--- src/rtl/cic_tx_pkg.sv ---
// rtl/cic_tx_pkg.sv - shared widths, bit-select offset and ratio clamp for the TX CIC interpolator
package cic_tx_pkg;

  typedef enum logic {STAGE_COMB, STAGE_INTEG} stage_mode_e;

  function automatic int comb_w(input int in_w, input int n);
    return in_w + n;
  endfunction

  function automatic int acc_w(input int in_w, input int n, input int max_k);
    return in_w + n * max_k;
  endfunction

  // Integrator growth is R**(N-1) after zero-stuffing, so unity gain drops (N-1)*k bits.
  function automatic int out_offset(input int n, input int k);
    return (n - 1) * k;
  endfunction

  function automatic int clamp_k(input int k, input int max_k);
    return (k > max_k) ? max_k : k;
  endfunction

endpackage

--- src/rtl/cic_interp_stage.sv ---
// rtl/cic_interp_stage.sv - one CIC comb (D=1) or integrator stage, advancing only when enabled
module cic_interp_stage
  import cic_tx_pkg::*;
#(
  parameter stage_mode_e MODE  = STAGE_COMB,
  parameter int          WIDTH = 21
) (
  input  logic                    clock,
  input  logic                    reset_n,
  input  logic                    enable,
  input  logic signed [WIDTH-1:0] in_data,
  output logic signed [WIDTH-1:0] out_data
);

  logic signed [WIDTH-1:0] state_q, state_d;

  always_comb begin
    state_d = state_q;
    if (enable) begin
      state_d = (MODE == STAGE_COMB) ? in_data : state_q + in_data;
    end
  end

  always_ff @(posedge clock or negedge reset_n) begin
    if (!reset_n) begin
      state_q <= '0;
    end else begin
      state_q <= state_d;
    end
  end

  // Comb output is combinational from the live input; integrator output is its register.
  assign out_data = (MODE == STAGE_COMB) ? in_data - state_q : state_q;

endmodule

--- src/rtl/cic_interp_var.sv ---
// rtl/cic_interp_var.sv - variable 2**k interpolating CIC (D=1) with request/hold input and unity-gain output
module cic_interp_var
  import cic_tx_pkg::*;
#(
  parameter int STAGES     = 3,
  parameter int IN_WIDTH   = 18,
  parameter int OUT_WIDTH  = 18,
  parameter int MAX_LOG2_R = 4,
  parameter int LW         = 3
) (
  input  logic                        clock,
  input  logic                        reset_n,
  input  logic [LW-1:0]               interp_log2,
  input  logic                        out_tick,
  output logic                        in_req,
  input  logic                        in_strobe,
  input  logic signed [IN_WIDTH-1:0]  in_data,
  output logic                        out_strobe,
  output logic signed [OUT_WIDTH-1:0] out_data,
  output logic                        underrun,
  output logic                        overrun
);

  localparam int COMB_W = comb_w(IN_WIDTH, STAGES);
  localparam int ACC_W  = acc_w(IN_WIDTH, STAGES, MAX_LOG2_R);
  localparam int PW     = (MAX_LOG2_R > 0) ? MAX_LOG2_R : 1;
  localparam int SW     = $clog2(ACC_W);

  logic [PW-1:0]                 phase_q, phase_d;
  logic [LW-1:0]                 k_q, k_d;
  logic signed [IN_WIDTH-1:0]    hold_q, hold_d;
  logic                          hold_valid_q, hold_valid_d;
  logic                          started_q, started_d;
  logic                          in_req_q, in_req_d;
  logic                          out_strobe_q, out_strobe_d;
  logic signed [OUT_WIDTH-1:0]   out_data_q, out_data_d;
  logic                          underrun_q, underrun_d;
  logic                          overrun_q, overrun_d;

  logic [LW-1:0]                 k_eff;
  logic [PW-1:0]                 phase_last;
  logic                          phase0_tick;
  logic                          wrap_tick;
  logic [SW-1:0]                 sel_top;
  logic signed [IN_WIDTH-1:0]    sample;
  logic signed [COMB_W-1:0]      comb_out;
  logic signed [ACC_W-1:0]       acc_last;

  wire [STAGES:0][COMB_W-1:0]    comb_c;
  wire [STAGES:0][ACC_W-1:0]     integ_i;

  assign comb_c[0]  = COMB_W'(sample);
  assign comb_out   = comb_c[STAGES];
  assign integ_i[0] = phase0_tick ? ACC_W'(comb_out) : '0;
  assign acc_last   = integ_i[STAGES];

  for (genvar g = 0; g < STAGES; g++) begin : g_stage
    cic_interp_stage #(.MODE(STAGE_COMB), .WIDTH(COMB_W)) u_comb (
      .clock    (clock),
      .reset_n  (reset_n),
      .enable   (phase0_tick),
      .in_data  (comb_c[g]),
      .out_data (comb_c[g+1])
    );
    cic_interp_stage #(.MODE(STAGE_INTEG), .WIDTH(ACC_W)) u_integ (
      .clock    (clock),
      .reset_n  (reset_n),
      .enable   (out_tick),
      .in_data  (integ_i[g]),
      .out_data (integ_i[g+1])
    );
  end

  always_comb begin
    // A new ratio is only picked up at phase 0, so it governs a whole period.
    k_eff       = (phase_q == '0) ? LW'(clamp_k(int'(interp_log2), MAX_LOG2_R)) : k_q;
    phase_last  = PW'((32'd1 << k_eff) - 32'd1);
    phase0_tick = out_tick && (phase_q == '0);
    wrap_tick   = out_tick && (phase_q == phase_last);
    sel_top     = SW'(out_offset(STAGES, int'(k_eff)) + IN_WIDTH - 1);

    if (in_strobe) begin
      sample = in_data;
    end else if (hold_valid_q) begin
      sample = hold_q;
    end else begin
      sample = '0;
    end

    phase_d = phase_q;
    if (out_tick) begin
      phase_d = wrap_tick ? '0 : phase_q + PW'(1);
    end
    k_d    = phase0_tick ? k_eff : k_q;
    hold_d = in_strobe ? in_data : hold_q;

    hold_valid_d = hold_valid_q;
    if (phase0_tick) begin
      hold_valid_d = 1'b0;
    end else if (in_strobe) begin
      hold_valid_d = 1'b1;
    end

    started_d    = 1'b1;
    in_req_d     = wrap_tick || !started_q;
    out_strobe_d = out_tick;
    out_data_d   = out_tick ? acc_last[sel_top -: OUT_WIDTH] : out_data_q;
    underrun_d   = underrun_q || (phase0_tick && !in_strobe && !hold_valid_q);
    overrun_d    = overrun_q || (in_strobe && hold_valid_q);
  end

  always_ff @(posedge clock or negedge reset_n) begin
    if (!reset_n) begin
      phase_q      <= '0;
      k_q          <= '0;
      hold_q       <= '0;
      hold_valid_q <= 1'b0;
      started_q    <= 1'b0;
      in_req_q     <= 1'b0;
      out_strobe_q <= 1'b0;
      out_data_q   <= '0;
      underrun_q   <= 1'b0;
      overrun_q    <= 1'b0;
    end else begin
      phase_q      <= phase_d;
      k_q          <= k_d;
      hold_q       <= hold_d;
      hold_valid_q <= hold_valid_d;
      started_q    <= started_d;
      in_req_q     <= in_req_d;
      out_strobe_q <= out_strobe_d;
      out_data_q   <= out_data_d;
      underrun_q   <= underrun_d;
      overrun_q    <= overrun_d;
    end
  end

  assign in_req     = in_req_q;
  assign out_strobe = out_strobe_q;
  assign out_data   = out_data_q;
  assign underrun   = underrun_q;
  assign overrun    = overrun_q;

endmodule

--- config.mk ---
export PLATFORM = sky130hd
export DESIGN_NAME = cic_interp_var
export DESIGN_NICKNAME = d
export VERILOG_FILES = /design/src/rtl/cic_tx_pkg.sv /design/src/rtl/cic_interp_stage.sv /design/src/rtl/cic_interp_var.sv
export SDC_FILE = /design/constraint.sdc
export NUM_CORES = 1
export LEC_CHECK = 0
export CAP_MARGIN = 20
export CORE_UTILIZATION = 63
export CTS_CLUSTER_SIZE = 10
export DETAILED_ROUTE_END_ITERATION = 10
export PLACE_DENSITY = 0.81
export SETUP_SLACK_MARGIN = 0.05
export SKIP_LAST_GASP = 1
export SYNTH_ARGS = -nofsm -noshare
export SYNTH_HDL_FRONTEND = slang
export SYNTH_SLANG_ARGS = --single-unit
--- constraint.sdc ---
create_clock -name clock -period 10.9 [get_ports clock]
set_input_delay 2.18 -clock clock [delete_from_list [all_inputs] [get_ports clock]]
set_output_delay 2.18 -clock clock [all_outputs]
set_load 0.01 [all_outputs]
==> results.md <==
* Critical Path Fanout Max at 10
* Synth unique cells at 81
* Max Cap Violations at 0
* Non-Filler Instances at 1,930
* Fillers at 1,786
* Top-Level Pins at 47
* Die area at 24,500 sq um
* CP Class: primary input to register
* Fin util at 70.2%
* Routed WL at 29,600 um
* Pins Over Slew Limit at 0
* P&R area growth vs syn at 9.44%
* Worst-margin pin slew at 1.10 ns
* Post-layout minimum cycle time at 10.16 ns
* Top cell family by delay on the critical path: compound AO/OA/AOI/OAI gates
* Tcrit/Tclk final at 93.3%
* Final Hold Vio Count at 0
* Worst setup EP type: register
* Drt wl/cell at 15.4 um
* Share of cells above drive strength 1 at 13.2%
* Hold/Removal Path Class: register to register
* Die height at 156 um
* Die width at 156 um
* CTS Buf Count at 17
* Vias at 11,500
* Row count at 56
* Initial Util at 64.2%
* Crit-path most repeated cell: a21oi_1
* Crit path DAT at 10.49 ns
* CTS tree: yes
* Achievable Freq at 0.0984 GHz
* Outcome: finished, final reports clean
* First-pass GRT wire length at 50,200 um
* CORE AREA at 23,400 sq um
* Synth top area share at 32.7%
* Clock Skew at 0.0134 ns
* Final ANT Viol Nets at 0
* Main flop type after synthesis: dfrtp_1
* RePlAce Congestion at 0.926
* Setup Fix Bufs, Post-CTS at 0
* Largest net degree at the start of global routing at 118
* Final setup vio count at 0
* Largest area contributor in the netlist: dfrtp_1
* Vias/cell at 5.95
* #FFs+latches synth at 196
* Pre-antenna DRT Iters at 5
* Sequential area share after synthesis at 32.7%
* CTS H-tree lvls at 4
* CP required at 11.23 ns
* DP HPWL at 21,800 um
* # DRC at 0
* Worst path slowest cell: clkdlybuf4s50_1
* Synth async-reset ratio at 100%
* Post-Syn Area at 15,000 sq um
* NumNets Final at 1,776
* Post-synth EDFFs at 0
* Synth Net Count at 1,740
* Worst-path clk slew at 0.08 ns
* GRT Util Overall at 25.1%
* RSZ-0062 raised after global routing: no
* I/O Buffers at 46
* Cell count after synthesis at 1,562
* Vias in the first global route at 11,400
* Startpoint types: primary input
* Placed insts at 1,897
* Clk_lat worst skew at 0.44 ns
* Synth Warn # at 0
* Setup TNS at 0 ns
* Max incr delay on CP at 0.57 ns
* Clock Path Buffers at 2
* DRT iter0 DRCs at 446
* CTS Root Cell: clkbuf_16
* Commonest non-fill, non-tap cell in the layout: dfrtp_1
* GR Overflow Total at 0
* Clock Sinks at 196
* Buffer and inverter count on the worst path at 3
* Syn avg cell area at 9.61 sq um
* Top cells by area, synth: dfrtp_1, ha_1, mux2_2
* Slew HR at 26.5%
* CTS hold repair buffers at 0
* Commonest cells after routing, fill and taps aside: dfrtp_1, ha_1, mux2_2, a21oi_1, nor2_1
* Initial antenna violation count at 0
* # diodes at 0
==> what timing repair did <==
| action | 4_1_cts | 5_1_grt |
|---|---|---|
| endpoints found under the setup margin | 0 | 1 |
| gates resized for setup | 0 | 1 |
| endpoints found under the hold margin | 0 | 0 |
==> area by class of cell <==
type | count | area (sq um) | share of cell area (%)
Multi-Input combinational cell | 1237 | 9650 | 58.7
Sequential cell | 196 | 4900 | 29.8
Timing Repair Buffer | 57 | 564 | 3.43
Clock buffer | 19 | 443 | 2.70
Tap cell | 319 | 399 | 2.43
Inverter | 89 | 334 | 2.03
Clock inverter | 13 | 136 | 0.830
==> layer usage <==
layer  share of wire (%)  GRT usage [%]  routed length (um)
met1                  43           28.7               12800
met2                  52           48.1               15500
met3                 2.3           2.94                 677
met4                 2.0           8.59                 595
met5                   0              0                   0
==> cell usage after synthesis, types with 5 or more instances <==
library cell and count:
o21ai_1 5, nor2b_1 31, a211o_1 5, inv_1 89, nor3_1 27, o211ai_1 8, a211oi_1 18, o31ai_1 11
xnor2_1 79, nand2b_1 24, and2_1 25, and3_1 12, o21ai_0 73, fa_1 6, clkbuf_1 28, a21o_1 57
mux2_2 130, nor2_1 119, a21oi_1 127, nand4_1 7, buf_1 9, nand2_1 79, a31oi_1 9, o21bai_1 15
mux2i_1 47, xor2_1 40, ha_1 147, or3_1 11, or2_2 6, o21a_1 24, nand3_1 19, dfrtp_1 196
==> worst paths after layout <==
check | startpoint | to | slack (ns) | cells after the start
worst max-delay path | in_strobe | g_stage[0].u_integ.out_data[27]$_DFFE_PN0P_ | 0.74 | 38
worst min-delay path | overrun$_DFF_PN0_ | overrun$_DFF_PN0_ | 0.47 | 1
worst max register to register | hold_valid_q$_DFFE_PN0P_ | g_stage[0].u_integ.out_data[27]$_DFFE_PN0P_ | 2.62 | 38
worst min register to register | overrun$_DFF_PN0_ | overrun$_DFF_PN0_ | 0.47 | 1
max in group asynchronous | reset_n | g_stage[2].u_comb.state_q[16]$_DFFE_PN0P_ | 7.89 | 3
min in group asynchronous | reset_n | k_q[1]$_DFFE_PN0P_ | 1.85 | 1
==> cells by family (layout without fill, tap and decap cells) <==
kind of cell / count (synthesis) / in the layout / synth area share, %
other: 1 / 1 / 0.0250
XOR/XNOR: 119 / 119 / 6.94
adder cells (fa/ha/maj): 153 / 153 / 13.0
buffers and inverters: 129 / 178 / 3.25
AND/OR/NAND/NOR: 368 / 368 / 11.8
flip-flops: 196 / 196 / 32.7
AO/OA/AOI/OAI: 414 / 414 / 18.6
multiplexers: 182 / 182 / 13.6
==> worst register-to-register path, delay by kind of cell (launching register included) <==
| family | cells | cell delay [ns] |
|---|---|---|
| adders and majority gates | 4 | 1.15 |
| buffers and inverters | 2 | 0.29 |
| and+or+nand+nor | 9 | 1.64 |
| xor gates and xnor gates | 3 | 0.42 |
| AOI/OAI and AO/OA | 19 | 4.02 |
| muxes | 1 | 0.27 |
| DFF | 1 | 0.40 |
==> stage by stage <==
step	hold slack, ns	area (sq um)	setup WS, ns
after global placement	0.444	15800	0.617
after detailed placement	0.446	15800	0.367
after global routing	0.491	16400	0.146
final	0.466	16400	0.735
after floorplan	0.390	15000	1.19
after CTS	0.471	16400	0.712
==> state kept, by name, indices dropped and copies added, names as in the netlist <==
| register | count |
|---|---|
| g_stage.u_comb.state_q | 57 |
| g_stage.u_integ.out_data | 90 |
| hold_q | 18 |
| hold_valid_q | 1 |
| in_req | 1 |
| k_q | 3 |
| out_data | 18 |
| out_strobe | 1 |
| overrun | 1 |
| phase_q | 4 |
| started_q | 1 |
| underrun | 1 |
Power is left out: the tool's default activity adds up to more than one toggle a clock period on the data nets, which glitch-free logic cannot reach.
